$ cat src/rtl/frame_warper_pipe.sv
// frame_warper_pipe: raster-scans an output frame, fetches per-pixel flow
// (u,v) and bilinearly samples the source frame at (x+u, y+v).
// Ports:
//   clk, rst_n          clock, synchronous active-low reset
//   start, border_mode  frame request; 0 = zero outside, 1 = clamp (latched)
//   busy, done          frame in progress; one-cycle completion pulse
//   src_*               source BRAM read port (1-cycle latency)
//   flow_*              flow BRAM read port (signed u, v)
//   warped_*            destination BRAM write port
module frame_warper_pipe #(
    parameter int PIXEL_WIDTH = 8,
    parameter int FLOW_WIDTH  = 16,
    parameter int FRAC_BITS   = 7,
    parameter int WIDTH       = 160,
    parameter int HEIGHT      = 120,
    parameter int ADDR_WIDTH  = 17
) (
    input  logic                         clk,
    input  logic                         rst_n,
    input  logic                         start,
    input  logic                         border_mode,
    output logic                         busy,
    output logic                         done,
    input  logic [PIXEL_WIDTH-1:0]       src_pixel_data,
    output logic [ADDR_WIDTH-1:0]        src_addr,
    output logic                         src_re,
    input  logic signed [FLOW_WIDTH-1:0] flow_u_data,
    input  logic signed [FLOW_WIDTH-1:0] flow_v_data,
    output logic [ADDR_WIDTH-1:0]        flow_addr,
    output logic                         flow_re,
    output logic [PIXEL_WIDTH-1:0]       warped_pixel_data,
    output logic [ADDR_WIDTH-1:0]        warped_addr,
    output logic                         warped_we
);

    typedef enum logic [3:0] {
        S_IDLE, S_FLOW_RD, S_FLOW_WAIT, S_COORD,
        S_RD0, S_RD1, S_RD2, S_RD3,
        S_CAP_A, S_CAP_B, S_MAC, S_SUM, S_WRITE
    } state_t;

    localparam int SW    = FLOW_WIDTH + 2;
    localparam int ACC_W = PIXEL_WIDTH + 2*FRAC_BITS + 2;
    localparam int XW    = (WIDTH  > 1) ? $clog2(WIDTH)  : 1;
    localparam int YW    = (HEIGHT > 1) ? $clog2(HEIGHT) : 1;

    localparam logic signed [SW-1:0] XMAX = SW'(WIDTH - 1);
    localparam logic signed [SW-1:0] YMAX = SW'(HEIGHT - 1);
    localparam logic [XW-1:0] XLAST = XW'(WIDTH - 1);
    localparam logic [YW-1:0] YLAST = YW'(HEIGHT - 1);
    localparam logic [ADDR_WIDTH-1:0] ROW = ADDR_WIDTH'(WIDTH);
    localparam logic [FRAC_BITS:0] WONE = {1'b1, {FRAC_BITS{1'b0}}};
    localparam logic [ACC_W-1:0] RND = ACC_W'(1) << (2*FRAC_BITS - 1);
    localparam logic [ACC_W-1:0] PMAX = ACC_W'((1 << PIXEL_WIDTH) - 1);

    state_t r_state;
    state_t w_state_nxt;

    logic [XW-1:0]         r_x;
    logic [YW-1:0]         r_y;
    logic [ADDR_WIDTH-1:0] r_pix;
    logic                  r_mode;

    logic signed [SW-1:0]  r_x0, r_x1, r_y0, r_y1;
    logic [FRAC_BITS-1:0]  r_wx, r_wy;
    logic [PIXEL_WIDTH-1:0] r_f00, r_f10, r_f01, r_f11;
    logic [ACC_W-1:0]      r_p0, r_p1, r_p2, r_p3;
    logic [PIXEL_WIDTH-1:0] r_result;

    logic                   r_busy, r_done;
    logic [ADDR_WIDTH-1:0]  r_src_addr, r_flow_addr, r_waddr;
    logic                   r_src_re, r_flow_re, r_we;
    logic [PIXEL_WIDTH-1:0] r_wdata;

    logic                  w_accept, w_last, w_rd;
    logic                  w_flow_re, w_src_re, w_we;
    logic signed [SW-1:0]  w_sx, w_sy, w_x0, w_y0;
    logic signed [SW-1:0]  w_cx, w_cy;
    logic                  w_c_ok;
    logic [ADDR_WIDTH-1:0] w_src_addr;
    logic                  w_ok00, w_ok10, w_ok01, w_ok11;
    logic [FRAC_BITS:0]    w_iwx, w_iwy, w_wx, w_wy;
    logic [ACC_W-1:0]      w_acc, w_shr;
    logic [PIXEL_WIDTH-1:0] w_sat;

    function automatic logic in_rng(
        input logic signed [SW-1:0] c,
        input logic signed [SW-1:0] hi
    );
        return !c[SW-1] && (c <= hi);
    endfunction

    function automatic logic [ADDR_WIDTH-1:0] clamp(
        input logic signed [SW-1:0] c,
        input logic signed [SW-1:0] hi
    );
        logic signed [SW-1:0] t;
        if (c[SW-1])      t = '0;
        else if (c > hi)  t = hi;
        else              t = c;
        return ADDR_WIDTH'(t);
    endfunction

    // A start coinciding with the done pulse is deliberately dropped.
    assign w_accept = (r_state == S_IDLE) && start && !r_done;
    assign w_last   = (r_x == XLAST) && (r_y == YLAST);
    assign w_rd     = r_state inside {S_RD0, S_RD1, S_RD2, S_RD3};

    // Source position in fixed point; floor via arithmetic shift.
    assign w_sx = $signed(SW'(r_x) << FRAC_BITS) + SW'(flow_u_data);
    assign w_sy = $signed(SW'(r_y) << FRAC_BITS) + SW'(flow_v_data);
    assign w_x0 = w_sx >>> FRAC_BITS;
    assign w_y0 = w_sy >>> FRAC_BITS;

    // Corner being read this cycle: RD0 f00, RD1 f10, RD2 f01, RD3 f11.
    always_comb begin
        w_cx = r_x0;
        w_cy = r_y0;
        if (r_state == S_RD1 || r_state == S_RD3) w_cx = r_x1;
        if (r_state == S_RD2 || r_state == S_RD3) w_cy = r_y1;
    end

    assign w_c_ok = in_rng(w_cx, XMAX) && in_rng(w_cy, YMAX);
    // Address always uses clamped coordinates so it never leaves the frame.
    assign w_src_addr = clamp(w_cy, YMAX) * ROW + clamp(w_cx, XMAX);

    assign w_ok00 = r_mode || (in_rng(r_x0, XMAX) && in_rng(r_y0, YMAX));
    assign w_ok10 = r_mode || (in_rng(r_x1, XMAX) && in_rng(r_y0, YMAX));
    assign w_ok01 = r_mode || (in_rng(r_x0, XMAX) && in_rng(r_y1, YMAX));
    assign w_ok11 = r_mode || (in_rng(r_x1, XMAX) && in_rng(r_y1, YMAX));

    assign w_wx  = {1'b0, r_wx};
    assign w_wy  = {1'b0, r_wy};
    assign w_iwx = WONE - w_wx;
    assign w_iwy = WONE - w_wy;

    assign w_acc = r_p0 + r_p1 + r_p2 + r_p3 + RND;
    assign w_shr = w_acc >> (2*FRAC_BITS);
    assign w_sat = (w_shr > PMAX) ? PIXEL_WIDTH'(PMAX)
                                  : PIXEL_WIDTH'(w_shr);

    always_ff @(posedge clk) begin
        if (!rst_n) r_state <= S_IDLE;
        else        r_state <= w_state_nxt;
    end

    always_comb begin
        w_state_nxt = r_state;
        w_flow_re   = 1'b0;
        w_src_re    = 1'b0;
        w_we        = 1'b0;
        unique case (r_state)
            S_IDLE:      if (w_accept) w_state_nxt = S_FLOW_RD;
            S_FLOW_RD: begin
                w_flow_re   = 1'b1;
                w_state_nxt = S_FLOW_WAIT;
            end
            S_FLOW_WAIT: w_state_nxt = S_COORD;
            S_COORD:     w_state_nxt = S_RD0;
            S_RD0: begin
                w_src_re    = r_mode || w_c_ok;
                w_state_nxt = S_RD1;
            end
            S_RD1: begin
                w_src_re    = r_mode || w_c_ok;
                w_state_nxt = S_RD2;
            end
            S_RD2: begin
                w_src_re    = r_mode || w_c_ok;
                w_state_nxt = S_RD3;
            end
            S_RD3: begin
                w_src_re    = r_mode || w_c_ok;
                w_state_nxt = S_CAP_A;
            end
            S_CAP_A:     w_state_nxt = S_CAP_B;
            S_CAP_B:     w_state_nxt = S_MAC;
            S_MAC:       w_state_nxt = S_SUM;
            S_SUM:       w_state_nxt = S_WRITE;
            S_WRITE: begin
                w_we        = 1'b1;
                w_state_nxt = w_last ? S_IDLE : S_FLOW_RD;
            end
            default:     w_state_nxt = S_IDLE;
        endcase
    end

    always_ff @(posedge clk) begin
        if (!rst_n) begin
            r_busy      <= 1'b0;
            r_done      <= 1'b0;
            r_flow_re   <= 1'b0;
            r_flow_addr <= '0;
            r_src_re    <= 1'b0;
            r_src_addr  <= '0;
            r_we        <= 1'b0;
            r_waddr     <= '0;
            r_wdata     <= '0;
        end else begin
            r_busy    <= (w_state_nxt != S_IDLE);
            r_done    <= (r_state == S_WRITE) && w_last;
            r_flow_re <= w_flow_re;
            r_src_re  <= w_src_re;
            r_we      <= w_we;
            if (w_flow_re) r_flow_addr <= r_pix;
            if (w_rd)      r_src_addr  <= w_src_addr;
            if (w_we) begin
                r_waddr <= r_pix;
                r_wdata <= r_result;
            end
        end
    end

    always_ff @(posedge clk) begin
        if (!rst_n) begin
            r_x    <= '0;
            r_y    <= '0;
            r_pix  <= '0;
            r_mode <= 1'b0;
        end else begin
            if (w_accept) r_mode <= border_mode;
            if (r_state == S_WRITE) begin
                if (w_last) begin
                    r_x   <= '0;
                    r_y   <= '0;
                    r_pix <= '0;
                end else begin
                    r_pix <= r_pix + ADDR_WIDTH'(1);
                    if (r_x == XLAST) begin
                        r_x <= '0;
                        r_y <= r_y + YW'(1);
                    end else begin
                        r_x <= r_x + XW'(1);
                    end
                end
            end
        end
    end

    // Datapath: captures follow the 2-state read latency of each corner.
    always_ff @(posedge clk) begin
        if (r_state == S_COORD) begin
            r_x0 <= w_x0;
            r_x1 <= w_x0 + SW'(1);
            r_y0 <= w_y0;
            r_y1 <= w_y0 + SW'(1);
            r_wx <= w_sx[FRAC_BITS-1:0];
            r_wy <= w_sy[FRAC_BITS-1:0];
        end
        if (r_state == S_RD2)   r_f00 <= w_ok00 ? src_pixel_data : '0;
        if (r_state == S_RD3)   r_f10 <= w_ok10 ? src_pixel_data : '0;
        if (r_state == S_CAP_A) r_f01 <= w_ok01 ? src_pixel_data : '0;
        if (r_state == S_CAP_B) r_f11 <= w_ok11 ? src_pixel_data : '0;
        if (r_state == S_MAC) begin
            r_p0 <= ACC_W'(w_iwx) * ACC_W'(w_iwy) * ACC_W'(r_f00);
            r_p1 <= ACC_W'(w_wx)  * ACC_W'(w_iwy) * ACC_W'(r_f10);
            r_p2 <= ACC_W'(w_iwx) * ACC_W'(w_wy)  * ACC_W'(r_f01);
            r_p3 <= ACC_W'(w_wx)  * ACC_W'(w_wy)  * ACC_W'(r_f11);
        end
        if (r_state == S_SUM) r_result <= w_sat;
    end

    assign busy              = r_busy;
    assign done              = r_done;
    assign flow_re           = r_flow_re;
    assign flow_addr         = r_flow_addr;
    assign src_re            = r_src_re;
    assign src_addr          = r_src_addr;
    assign warped_we         = r_we;
    assign warped_addr       = r_waddr;
    assign warped_pixel_data = r_wdata;

endmodule
$ cat config.mk
export PLATFORM = sky130hd
export DESIGN_NAME = frame_warper_pipe
export DESIGN_NICKNAME = d
export VERILOG_FILES = /design/src/rtl/frame_warper_pipe.sv
export SDC_FILE = /design/constraint.sdc
export NUM_CORES = 2
export LEC_CHECK = 0
export CAP_MARGIN = 20
export CORE_ASPECT_RATIO = 0.8
export CORE_MARGIN = 5
export CORE_UTILIZATION = 55
export CTS_BUF_LIST = sky130_fd_sc_hd__clkbuf_8
export CTS_CLUSTER_SIZE = 25
export DETAILED_ROUTE_END_ITERATION = 6
export PLACE_DENSITY = 0.81
export SKIP_CTS_REPAIR_TIMING = 1
export SYNTH_ARGS = -nofsm -noshare
export SYNTH_HDL_FRONTEND = slang
export SYNTH_SLANG_ARGS = --single-unit
$ cat constraint.sdc
create_clock -name clk -period 14 [get_ports clk]
set_input_delay 2.8 -clock clk [delete_from_list [all_inputs] [get_ports clk]]
set_output_delay 2.8 -clock clk [all_outputs]
set_load 0.1 [all_outputs]
==> out/metrics.cfg <==
[clocking]
cts_tree = yes
root_buffer = clkbuf_8
clkSinkCount = 289
cts_buffer_depth = 3
h-tree-depth = 2
path_clk_slew_ns = 0.07
clk_latency_ns = 0.64
cts_buffers = 48

[sta]
setup_slack_ns = 3.63
rsz0062_at_grt = no
slew-limit-headroom = 0.254
fin_skew_ns = 0.0408
fmax_mhz = 96.4
slew_viol_final = 0
min_period_ns = 10.37
finalSetupTns_ns = 0
tightest_slew_ns = 1.11
finalCritPeriodShare = 0.741
setup_viol = 0
hold_viol_final = 0

[critical_path]
path_common_cell = fa_1
crit_type = reg2reg
slowest_delay_ns = 0.70
cp-end-kind = flop
crit_fanout = 42
cp-start-kind = flop
required_ns = 14.37
arrival_ns = 10.75
crit_slowest_cell = xnor2_1

[layout]
final_cell_mix = inv_1 (593), fa_1 (478), nand2_1 (431)
post_route_cells_drive_above_1_share = 0.0315
antenna_cells = 0
postLayoutCellArea_um2 = 38600
area_growth_pct = 8.33
fin_nets = 4720
final_common_cell = inv_1
fin_cells = 4690
fin_util = 0.601

[floorplanning]
pin_count = 108
dieArea_um2 = 69900
floorplan.initialDensity = 0.555
die_width_um = 294
rows = 83
coreArea_um2 = 64200
die_height_um = 238

[min_path]
hp-class = reg2reg

[run_status]
status = complete, no violations

[route]
ant_nets = 0
firstDrtPassIters = 6
vias_per_cell = 5.48
vias = 25719
avgRoutedWirePerCell_um = 17.6
drt-initial-drc-count = 1787
remaining_drc_errors = 0
wirelength_um = 82700

[flow_run]
drv_cap = 0

[global_routing]
grt_max_degree = 83
grt_pass1_wl_um = 135000
antenna_found_initial = 4
grt_pass1_vias = 26125
overflow = 0
grtUsageTotal = 0.238

[yosys]
ys_ff_latch = 289
synth_async_sr_flop_share = 0
netlist_instances = 3713
synth.avg_cell_area_um2 = 9.59
yosysSeqAreaShare = 0.215
syn_area_um2 = 35600
yosys_warnings = 0
synth.distinct_cells = 77
synth_ff_type = edfxtp_1
synth_edf_count = 188

[place]
gp_congestion = 0.939
portBuffers = 107
place_ws_ns = 3.85
dpl_cell_area_um2 = 37500
placed_cells = 4599
dp_hpwl_um = 67600

[pwr]
power.leakage_nw = 18.0
power.density_nw_per_um2 = 234
vdd_ir_drop_max_v = 0.000443

worst paths after layout:
| kind | from | slack, ns | to | cells after the start |
|---|---|---|---|---|
| setup / recovery | r_wy[0] | 3.63 | r_p1[17] | 31 |
| hold / removal | warped_pixel_data[1] | 0.47 | warped_pixel_data[1] | 2 |
| setup reg to reg | r_wy[0] | 3.63 | r_p1[17] | 31 |
| hold reg to reg | warped_pixel_data[1] | 0.47 | warped_pixel_data[1] | 2 |
state kept, by name (all words and copies together), names as in the netlist, 17 cells and up:
signal       flops
r_pix           17
warped_addr     17
flow_addr       17
r_p1            23
src_addr        17
r_p2            23
r_p3            22
r_p0            24
per-stage QoR:
stage	total power, mW	hold WS [ns]
3_5_place_dp	8.15	0.461
2_1_floorplan	6.18	0.467
4_1_cts	9.02	0.470
6_report	9.04	0.466
3_3_place_gp	7.91	0.452
5_1_grt	9.88	0.498
power by group:
group	switching [mW]	total, mW	internal [mW]	leakage (nW)
clock network	0.370	0.797	0.427	0.570
registers	0.00940	1.27	1.26	2.54
logic	4.29	6.98	2.69	14.9
cells by family after synthesis:
logic type,after synthesis,synth area share
compound gates,393,0.0715
xor+xnor,204,0.0504
fa+ha+maj,876,0.409
buf+inv,680,0.0719
flops,289,0.215
mux,7,0.00204
other cells,1,0.000105
simple gates,1263,0.180
final cells by class:
class                   instances  area, µm²
fillers                      5241      25600
multi-input cells            2757      25400
flip-flops and latches        289       7670
inverters                     581       2180
repair buffers                123       1190
well taps                     850       1060
clock buffers                  53        729
clock inverters                37        284
worst max-delay path, delay by kind of cell (launching register included):
| family | cells | cell delay [ns] |
|---|---|---|
| adder cells (fa/ha/maj) | 11 | 4.87 |
| XOR/XNOR | 3 | 1.79 |
| AO/OA/AOI/OAI | 6 | 1.41 |
| AND/OR/NAND/NOR | 5 | 0.94 |
| buffers and inverters | 6 | 0.77 |
| flip-flops | 1 | 0.32 |
routing by layer:
| metal | global-route usage | vias to the layer above | share of wire |
|---|---|---|---|
| li1 | - | 12049 | - |
| met5 | 0 | - | 0.000085 |
| met3 | 0.0538 | 142 | 0.091 |
| met1 | 0.337 | 12613 | 0.43 |
| met4 | 0.0832 | 2 | 0.037 |
| met2 | 0.363 | 913 | 0.44 |
Yosys cell counts (all sizes together) (6+ instances only):
master	number	area (µm²)
nor3	38	205
nand3b	9	67.6
xor2	61	534
inv	581	2180
or2	8	50.1
and2	344	2150
or3	21	131
o21a	21	158
edfxtp	188	5650
fa	478	9570
a21o	33	249
nand4	17	106
nor4	7	43.8
nand3	47	235
and3	56	352
nand2	431	1620
a31oi	20	125
dfxtp	101	2020
o211ai	6	50.1
xnor2	143	1260
o21bai	27	203
ha	398	4980
nor2	149	559
a21oi	126	646
nor2b	79	494
o21ai	66	338
nand2b	44	275
a21boi	52	390
clkbuf	94	353
Power figures use the tool's default switching activity.
